[config.mk]
export PLATFORM = sky130hd
export DESIGN_NAME = shared_match_pe_core_flat
export DESIGN_NICKNAME = d
export VERILOG_FILES = /design/src/rtl/shared_match_pe_core_pkg.sv /design/src/rtl/shared_match_pe_core_if.sv /design/src/rtl/shared_match_pe_core_match_byte_counter.sv /design/src/rtl/shared_match_pe_core.sv /design/src/flat_wrapper.sv
export SDC_FILE = /design/constraint.sdc
export NUM_CORES = 1
export LEC_CHECK = 0
export CAP_MARGIN = 5
export CELL_PAD_IN_SITES_DETAIL_PLACEMENT = 0
export CELL_PAD_IN_SITES_GLOBAL_PLACEMENT = 1
export CORE_ASPECT_RATIO = 1.5
export CORE_MARGIN = 2
export CORE_UTILIZATION = 23
export CTS_BUF_LIST = sky130_fd_sc_hd__clkbuf_16
export DETAILED_ROUTE_END_ITERATION = 6
export GPL_ROUTABILITY_DRIVEN = 0
export PLACE_DENSITY = 0.83
export SLEW_MARGIN = 40
export SYNTH_ARGS = -nofsm -noshare
export SYNTH_HDL_FRONTEND = slang
export SYNTH_SLANG_ARGS = --single-unit
export TNS_END_PERCENT = 10
[constraint.sdc]
create_clock -name clk -period 3.58 [get_ports clk]
set_input_delay 0.716 -clock clk [delete_from_list [all_inputs] [get_ports clk]]
set_output_delay 0.716 -clock clk [all_outputs]
set_load 0.03 [all_outputs]
[src/rtl/shared_match_pe_core_pkg.sv]
// Shared constants, state encoding and request payload for the match PE core.
// Widths mirror the adapter's parameter set so tag/length fields line up end to end.
package shared_match_pe_core_pkg;

    localparam int ADDR_WIDTH      = 16;
    localparam int NUM_JOB_PE_LOG2 = 3;
    localparam int LAZY_LEN_LOG2   = 2;
    localparam int TAG_WIDTH       = NUM_JOB_PE_LOG2 + LAZY_LEN_LOG2;
    localparam int MATCH_LEN_WIDTH = 6;
    localparam int MAX_MATCH_LEN   = 32;
    localparam int CMP_BYTES       = 8;
    localparam int DATA_WIDTH      = 8 * CMP_BYTES;
    localparam int CNT_WIDTH       = $clog2(CMP_BYTES + 1);

    typedef enum logic [1:0] {
        IDLE    = 2'd0,
        FETCH   = 2'd1,
        COMPARE = 2'd2,
        RESP    = 2'd3
    } state_e;

    typedef struct packed {
        logic [ADDR_WIDTH-1:0] head;
        logic [ADDR_WIDTH-1:0] history;
        logic [TAG_WIDTH-1:0]  tag;
    } match_req_t;

    // Accumulate in one extra bit so len+eq_cnt cannot wrap before the cap is applied.
    function automatic logic [MATCH_LEN_WIDTH-1:0] sat_len(
        input logic [MATCH_LEN_WIDTH-1:0] len,
        input logic [CNT_WIDTH-1:0]       eq_cnt
    );
        logic [MATCH_LEN_WIDTH:0] sum;
        sum = {1'b0, len} + (MATCH_LEN_WIDTH+1)'(eq_cnt);
        if (sum >= (MATCH_LEN_WIDTH+1)'(MAX_MATCH_LEN))
            return MATCH_LEN_WIDTH'(MAX_MATCH_LEN);
        return sum[MATCH_LEN_WIDTH-1:0];
    endfunction

endpackage

[src/rtl/shared_match_pe_core_if.sv]
// Request/response channels plus the dual-address history read port.
// master = adapter/memory side, slave = the core.
interface shared_match_pe_core_if;
    import shared_match_pe_core_pkg::*;

    logic                       match_req_valid;
    logic                       match_req_ready;
    logic [ADDR_WIDTH-1:0]      match_req_head_addr;
    logic [ADDR_WIDTH-1:0]      match_req_history_addr;
    logic [TAG_WIDTH-1:0]       match_req_tag;

    logic                       match_resp_valid;
    logic                       match_resp_ready;
    logic [TAG_WIDTH-1:0]       match_resp_tag;
    logic [MATCH_LEN_WIDTH-1:0] match_resp_match_len;

    logic                       mem_rd_en;
    logic [ADDR_WIDTH-1:0]      mem_rd_addr_a;
    logic [ADDR_WIDTH-1:0]      mem_rd_addr_b;
    logic [DATA_WIDTH-1:0]      mem_rd_data_a;
    logic [DATA_WIDTH-1:0]      mem_rd_data_b;

    modport master (
        output match_req_valid, match_req_head_addr, match_req_history_addr, match_req_tag,
        input  match_req_ready,
        input  match_resp_valid, match_resp_tag, match_resp_match_len,
        output match_resp_ready,
        input  mem_rd_en, mem_rd_addr_a, mem_rd_addr_b,
        output mem_rd_data_a, mem_rd_data_b
    );

    modport slave (
        input  match_req_valid, match_req_head_addr, match_req_history_addr, match_req_tag,
        output match_req_ready,
        output match_resp_valid, match_resp_tag, match_resp_match_len,
        input  match_resp_ready,
        output mem_rd_en, mem_rd_addr_a, mem_rd_addr_b,
        input  mem_rd_data_a, mem_rd_data_b
    );

endinterface

[src/rtl/shared_match_pe_core_match_byte_counter.sv]
// Leading-equal byte count of two words, byte 0 first; result 0..CMP_BYTES.
module match_byte_counter
    import shared_match_pe_core_pkg::*;
(
    input  logic [DATA_WIDTH-1:0] data_a,
    input  logic [DATA_WIDTH-1:0] data_b,
    output logic [CNT_WIDTH-1:0]  eq_cnt
);

    logic [CMP_BYTES-1:0] eq_mask;

    for (genvar i = 0; i < CMP_BYTES; i++) begin : g_byte
        assign eq_mask[i] = (data_a[8*i +: 8] == data_b[8*i +: 8]);
    end

    // Scan downward so the lowest mismatching byte is the one that sticks.
    always_comb begin
        eq_cnt = CNT_WIDTH'(CMP_BYTES);
        for (int i = CMP_BYTES - 1; i >= 0; i--) begin
            if (!eq_mask[i])
                eq_cnt = CNT_WIDTH'(i);
        end
    end

endmodule

[src/rtl/shared_match_pe_core.sv]
// Match-length engine: one request at a time, 8 bytes compared per FETCH/COMPARE pair.
// All handshake and memory outputs are registered straight off the FSM.
module shared_match_pe_core
    import shared_match_pe_core_pkg::*;
(
    input  logic                 clk,
    input  logic                 rst,
    shared_match_pe_core_if.slave bus
);

    state_e                     state;
    match_req_t                 req_q;
    logic [MATCH_LEN_WIDTH-1:0] len_q;
    logic                       ready_q;
    logic                       resp_valid_q;
    logic                       rd_en_q;

    logic [CNT_WIDTH-1:0]       eq_cnt;
    logic [MATCH_LEN_WIDTH-1:0] len_next;
    logic                       step_more;

    match_byte_counter u_cnt (
        .data_a (bus.mem_rd_data_a),
        .data_b (bus.mem_rd_data_b),
        .eq_cnt (eq_cnt)
    );

    assign len_next  = sat_len(len_q, eq_cnt);
    assign step_more = (eq_cnt == CNT_WIDTH'(CMP_BYTES)) &&
                       (len_next < MATCH_LEN_WIDTH'(MAX_MATCH_LEN));

    // ready_q comes out of reset set, so it must be masked while rst is still high.
    assign bus.match_req_ready      = ready_q & ~rst;
    assign bus.match_resp_valid     = resp_valid_q;
    assign bus.match_resp_tag       = req_q.tag;
    assign bus.match_resp_match_len = len_q;
    assign bus.mem_rd_en            = rd_en_q;
    assign bus.mem_rd_addr_a        = req_q.head;
    assign bus.mem_rd_addr_b        = req_q.history;

    always_ff @(posedge clk) begin
        if (rst) begin
            state        <= IDLE;
            req_q        <= '0;
            len_q        <= '0;
            ready_q      <= 1'b1;
            resp_valid_q <= 1'b0;
            rd_en_q      <= 1'b0;
        end else begin
            case (state)
                IDLE: begin
                    if (bus.match_req_valid && ready_q) begin
                        req_q.head    <= bus.match_req_head_addr;
                        req_q.history <= bus.match_req_history_addr;
                        req_q.tag     <= bus.match_req_tag;
                        len_q         <= '0;
                        ready_q       <= 1'b0;
                        // Zero distance would trivially self-match; report 0 without reading.
                        if (bus.match_req_head_addr != bus.match_req_history_addr) begin
                            state   <= FETCH;
                            rd_en_q <= 1'b1;
                        end else begin
                            state        <= RESP;
                            resp_valid_q <= 1'b1;
                        end
                    end
                end
                FETCH: begin
                    rd_en_q <= 1'b0;
                    state   <= COMPARE;
                end
                COMPARE: begin
                    len_q <= len_next;
                    if (step_more) begin
                        req_q.head    <= req_q.head    + ADDR_WIDTH'(CMP_BYTES);
                        req_q.history <= req_q.history + ADDR_WIDTH'(CMP_BYTES);
                        rd_en_q       <= 1'b1;
                        state         <= FETCH;
                    end else begin
                        resp_valid_q <= 1'b1;
                        state        <= RESP;
                    end
                end
                RESP: begin
                    if (bus.match_resp_ready) begin
                        resp_valid_q <= 1'b0;
                        ready_q      <= 1'b1;
                        state        <= IDLE;
                    end
                end
                default: state <= IDLE;
            endcase
        end
    end

endmodule

[src/flat_wrapper.sv]
// flat-port wrapper written by rule: the top's interface ports become plain ports
module shared_match_pe_core_flat import shared_match_pe_core_pkg::*;
  (clk, rst, bus_match_req_valid, bus_match_req_head_addr, bus_match_req_history_addr, bus_match_req_tag, bus_match_req_ready, bus_match_resp_valid, bus_match_resp_tag, bus_match_resp_match_len, bus_match_resp_ready, bus_mem_rd_en, bus_mem_rd_addr_a, bus_mem_rd_addr_b, bus_mem_rd_data_a, bus_mem_rd_data_b);
  shared_match_pe_core_if bus_i ();
  input  logic clk;
  input  logic rst;
  input wire logic [$bits(bus_i.match_req_valid)-1:0] bus_match_req_valid;
  input wire logic [$bits(bus_i.match_req_head_addr)-1:0] bus_match_req_head_addr;
  input wire logic [$bits(bus_i.match_req_history_addr)-1:0] bus_match_req_history_addr;
  input wire logic [$bits(bus_i.match_req_tag)-1:0] bus_match_req_tag;
  output wire logic [$bits(bus_i.match_req_ready)-1:0] bus_match_req_ready;
  output wire logic [$bits(bus_i.match_resp_valid)-1:0] bus_match_resp_valid;
  output wire logic [$bits(bus_i.match_resp_tag)-1:0] bus_match_resp_tag;
  output wire logic [$bits(bus_i.match_resp_match_len)-1:0] bus_match_resp_match_len;
  input wire logic [$bits(bus_i.match_resp_ready)-1:0] bus_match_resp_ready;
  output wire logic [$bits(bus_i.mem_rd_en)-1:0] bus_mem_rd_en;
  output wire logic [$bits(bus_i.mem_rd_addr_a)-1:0] bus_mem_rd_addr_a;
  output wire logic [$bits(bus_i.mem_rd_addr_b)-1:0] bus_mem_rd_addr_b;
  input wire logic [$bits(bus_i.mem_rd_data_a)-1:0] bus_mem_rd_data_a;
  input wire logic [$bits(bus_i.mem_rd_data_b)-1:0] bus_mem_rd_data_b;
  assign bus_i.match_req_valid = bus_match_req_valid;
  assign bus_i.match_req_head_addr = bus_match_req_head_addr;
  assign bus_i.match_req_history_addr = bus_match_req_history_addr;
  assign bus_i.match_req_tag = bus_match_req_tag;
  assign bus_match_req_ready = bus_i.match_req_ready;
  assign bus_match_resp_valid = bus_i.match_resp_valid;
  assign bus_match_resp_tag = bus_i.match_resp_tag;
  assign bus_match_resp_match_len = bus_i.match_resp_match_len;
  assign bus_i.match_resp_ready = bus_match_resp_ready;
  assign bus_mem_rd_en = bus_i.mem_rd_en;
  assign bus_mem_rd_addr_a = bus_i.mem_rd_addr_a;
  assign bus_mem_rd_addr_b = bus_i.mem_rd_addr_b;
  assign bus_i.mem_rd_data_a = bus_mem_rd_data_a;
  assign bus_i.mem_rd_data_b = bus_mem_rd_data_b;
  shared_match_pe_core u_core (.clk(clk), .rst(rst), .bus(bus_i));
endmodule
==> results.md <==
* Worst-Margin Slew at 567 ps
* Initial antenna violation count at 4
* Grt ovf at 0
* Layout cells sized above 1 at 22.5%
* Failing checks: setup timing
* Final cell count without fillers at ~880
* Reg-to-reg endpoint: u_core.bus.mem_rd_addr_a[13]
* First-pass DRT Iterations at 4
* Core area at 0.0149 mm²
* Min-Delay Path Class: flip-flop to flip-flop
* ANT nets after route at 0
* Largest net degree at the start of global routing at 49
* First-pass GRT wire length at 23,300 µm
* Multi-input logic area at 0.00284 mm²
* I/O Pins at 215
* Total Wirelength at 15,900 µm
* Slew HR at 62.0%
* PnR worst setup slack at -424 ps
* Leading area contributor after synthesis: dfxtp_1
* DRC violations left at 0
* Synthesis Warnings at 0
* CP Data Arrival Time at 4220 ps
* Via count at 4,323
* Clock latency on the worst-skew pair at just under 300 ps
* Min-Delay Startpoint: u_core.bus.match_resp_tag[2]
* Syn_nets at 612
* Reg2reg setup slack at 950 ps
* Final core utilization at 44.2%
* Die area at 0.0161 mm²
* Yosys reg bits at 48
* CP delay by family, top: compound AO/OA/AOI/OAI gates
* Lkg Pwr at 2.60 nW
* Delay of the slowest cell on the worst path at 330 ps
* Clk_skew at 4.43 ps
* Antenna cell count at 0
* Crit. End Element: flip-flop
* Initial Util at 23.3%
* Startpoint Class: input port
* WHS Endpoint: u_core.bus.match_resp_tag[2]
* Reg area at ~960 µm²
* Minimum clock period after layout at 4000 ps
* Layout area overhead at 89.9%
* Status: finished with violations
* Count of final setup violators at 31
* Port bufs at around 210
* Final max-slew violation count at 0
* Critical Path, Cell by Cell: dlygate4sd2_1, xor2_2, nor4_4, a211oi_2, o211ai_1, a311oi_2, o311a_1, ha_2, inv_2, fa_2, nor2b_1, o21ai_1, and4b_1, o21a_2, a21oi_4, bufbuf_16, or3_1, a31oi_1
* Fillers at 1,509
* Post-synth top area share at about 28%
* Max Clk Rate at 250 MHz
* Final Hold Fails at 0
* Synth cell types at 42
* Clk slew on worst S/H paths at 60 ps
* Worst R2R Path Depth at 11
* Hold Crit Depth at 2
* Synthesized area at 0.00348 mm²
* Critical path class: input port to flip-flop
* DR WL/cell at 18.2 µm
* Peak supply drop at between 0.15 and 0.2 mV
* CTS HTree Levels at 2
* Sequential area share after synthesis at 27.6%
* Worst Path Required at around 3800 ps
* Vias in the first global route at 4,434
* CTS root buf: clkbuf_16
* Net count, final at 852
* Maxcap violations at 0
* Worst Path Buf+Inv at 3
* Final worst path period share at 112%
* Top cells by area, synth: dfxtp_1 (28%), xnor2_1 (13%), xor2_1 (11%), a221oi_1 (4.8%), nor2_1 (4.7%)
* Longest Clk Path Bufs at 2
* RSZ-0062 raised after global routing: yes
* Synth Instances at ~440
* Die span in y at 155 µm
* Clock tree from TritonCTS: done
* Worst Path Max Fanout at 6
* CP max-delay cell: o311a_1
* Initial DRC count at 171
* Clock sink total at 48
* Dpl cells at roughly 860
* Hpwl dp at roughly 12,000 µm
* Placement Rows at 55
* Post-Place Setup Slack at -918 ps
* Syn_area_per_cell at about 8 µm²
* Worst r2r src: u_core.bus.match_resp_match_len[0]
* Die X at ~100 µm
* Gr usage total at 18.5%
* P per Cell Area at 291 mW/mm²
* CTS Buf Count at 5
* Vias per inst at 4.93
## final cells by class
class	count	area share, %
repair buffers	254	36.4
well taps	199	3.77
inverters	4	0.227
clock buffers	5	1.90
multi-input cells	363	43.0
flip-flops and latches	48	14.6
clock inverters	3	0.171
## repair_timing
| item | 4_1_cts | 5_1_grt |
|---|---|---|
| hold buffers | 0 | 0 |
| cloned | 3 | 1 |
| setup endpoints to repair | 35 | 35 |
| pin swaps | 40 | 33 |
| setup buffers | 10 | 3 |
| gates resized for setup | 158 | 120 |
## placed cells by master, fill, tap and decap left out, types with 4 or more instances in the layout
cell type | Yosys | routed
xor2_2 | 0 | 13
nand2_1 | 41 | 40
nor4_1 | 10 | 6
clkbuf_16 | 0 | 6
nor2_1 | 44 | 40
nor4_4 | 1 | 5
dlymetal6s2s_1 | 0 | 7
nor3_1 | 29 | 26
clkbuf_2 | 0 | 27
nand4_1 | 14 | 14
a221oi_2 | 0 | 12
clkdlybuf4s15_1 | 0 | 22
ha_1 | 6 | 5
xnor2_1 | 51 | 46
xnor2_2 | 0 | 4
nand3_1 | 15 | 15
a21oi_1 | 27 | 25
dlygate4sd2_1 | 0 | 25
nor2b_1 | 4 | 4
inv_1 | 4 | 5
nor2_2 | 0 | 4
clkdlybuf4s50_1 | 0 | 120
nor4_2 | 4 | 4
buf_4 | 0 | 31
buf_2 | 3 | 7
dfxtp_1 | 48 | 48
xor2_1 | 44 | 31
buf_6 | 1 | 7
a221oi_1 | 19 | 6
a21o_1 | 5 | 4
## sequential cells by signal, indices dropped and copies added (netlist names)
signal,flops
u_core.bus.match_resp_tag,5
u_core.bus.match_resp_match_len,6
u_core.ready_q,1
u_core.bus.mem_rd_addr_a,16
u_core.state,2
u_core.bus.mem_rd_addr_b,16
u_core.bus.mem_rd_en,1
u_core.bus.match_resp_valid,1
## cells by family (layout without fill, tap and decap cells)
kind of cell | after synthesis | in the layout | share of synthesized area, %
AND/OR/NAND/NOR | 179 | 179 | 26.4
XOR/XNOR | 95 | 95 | 23.9
AO/OA/AOI/OAI | 82 | 82 | 16.3
flip-flops | 48 | 48 | 27.6
buffers and inverters | 25 | 266 | 3.02
adder cells (fa/ha/maj) | 7 | 7 | 2.73
## report_power, final
part           switching [mW]  internal (mW)  total (mW)
clock network           0.201          0.252       0.453
logic                   0.405          0.419       0.824
registers              0.0628          0.582       0.644
total                   0.669           1.25        1.92
## routing by layer
metal	vias to the layer above	global-route usage (%)	wire, µm
met3	24	6.28	1650
met4	8	5.79	303
met5	-	0	46
li1	2036	-	-
met1	2008	18.8	5500
met2	247	35.0	8420
## stage by stage
stage / TNS [ps] / hold slack (ps) / area [µm²] / total power, mW
final: -8770 / 462 / 6600 / 1.92
after global routing: -13050 / 476 / 6600 / 2.01
after CTS: -5930 / 463 / 6360 / 1.88
after detailed placement: -27210 / 453 / 6020 / 1.39
after global placement: -23800 / 442 / 6020 / 1.37
after floorplan: -163 / 515 / 3500 / 0.988
## how the worst max path moves through the flow
stage                     startpoint                           end  slack (ps)  cells after the start
2_1_floorplan  bus_mem_rd_data_b[62]  u_core.bus.mem_rd_addr_b[11]         -40                     18
3_3_place_gp   bus_mem_rd_data_b[55]   u_core.bus.mem_rd_addr_b[6]        -800                     18
3_5_place_dp   bus_mem_rd_data_b[61]   u_core.bus.mem_rd_addr_b[6]        -920                     19
4_1_cts        bus_mem_rd_data_a[57]   u_core.bus.mem_rd_addr_b[3]        -300                     18
5_1_grt        bus_mem_rd_data_a[59]   u_core.bus.mem_rd_addr_b[3]        -530                     18
6_report       bus_mem_rd_data_a[59]   u_core.bus.mem_rd_addr_b[3]        -420                     18
## synth_stat cells, drive strengths merged
cell type  number
o32ai           1
o21a            2
inv             4
and2            3
or3             2
clkbuf         17
a311oi          3
ha              6
o21ai           6
a2bb2oi         1
a22o            1
a31oi           3
dfxtp          48
o21bai          2
nand3          15
o211ai          1
a211oi          5
xnor2          51
and4            3
nand4bb         3
a211o           1
nand2b          2
fa              1
a21o            5
nand2          41
nor2           44
nor3           29
and4b           1
a221oi         19
nor4           15
xor2           44
nand4          14
a21oi          28
a22oi           3
and3            3
o311a           1
buf             4
nor2b           4
## worst register-to-register path, stage by stage (launching register included)
cell       delay, ps
dfxtp_1          400
ha_2             220
inv_2             40
fa_2             340
nor2b_1          150
o21ai_1          100
and4b_1          240
o21a_2           250
a21oi_4          260
bufbuf_16        310
o21ai_0          100
a21oi_1          150
(Power assumes the default switching activity.)
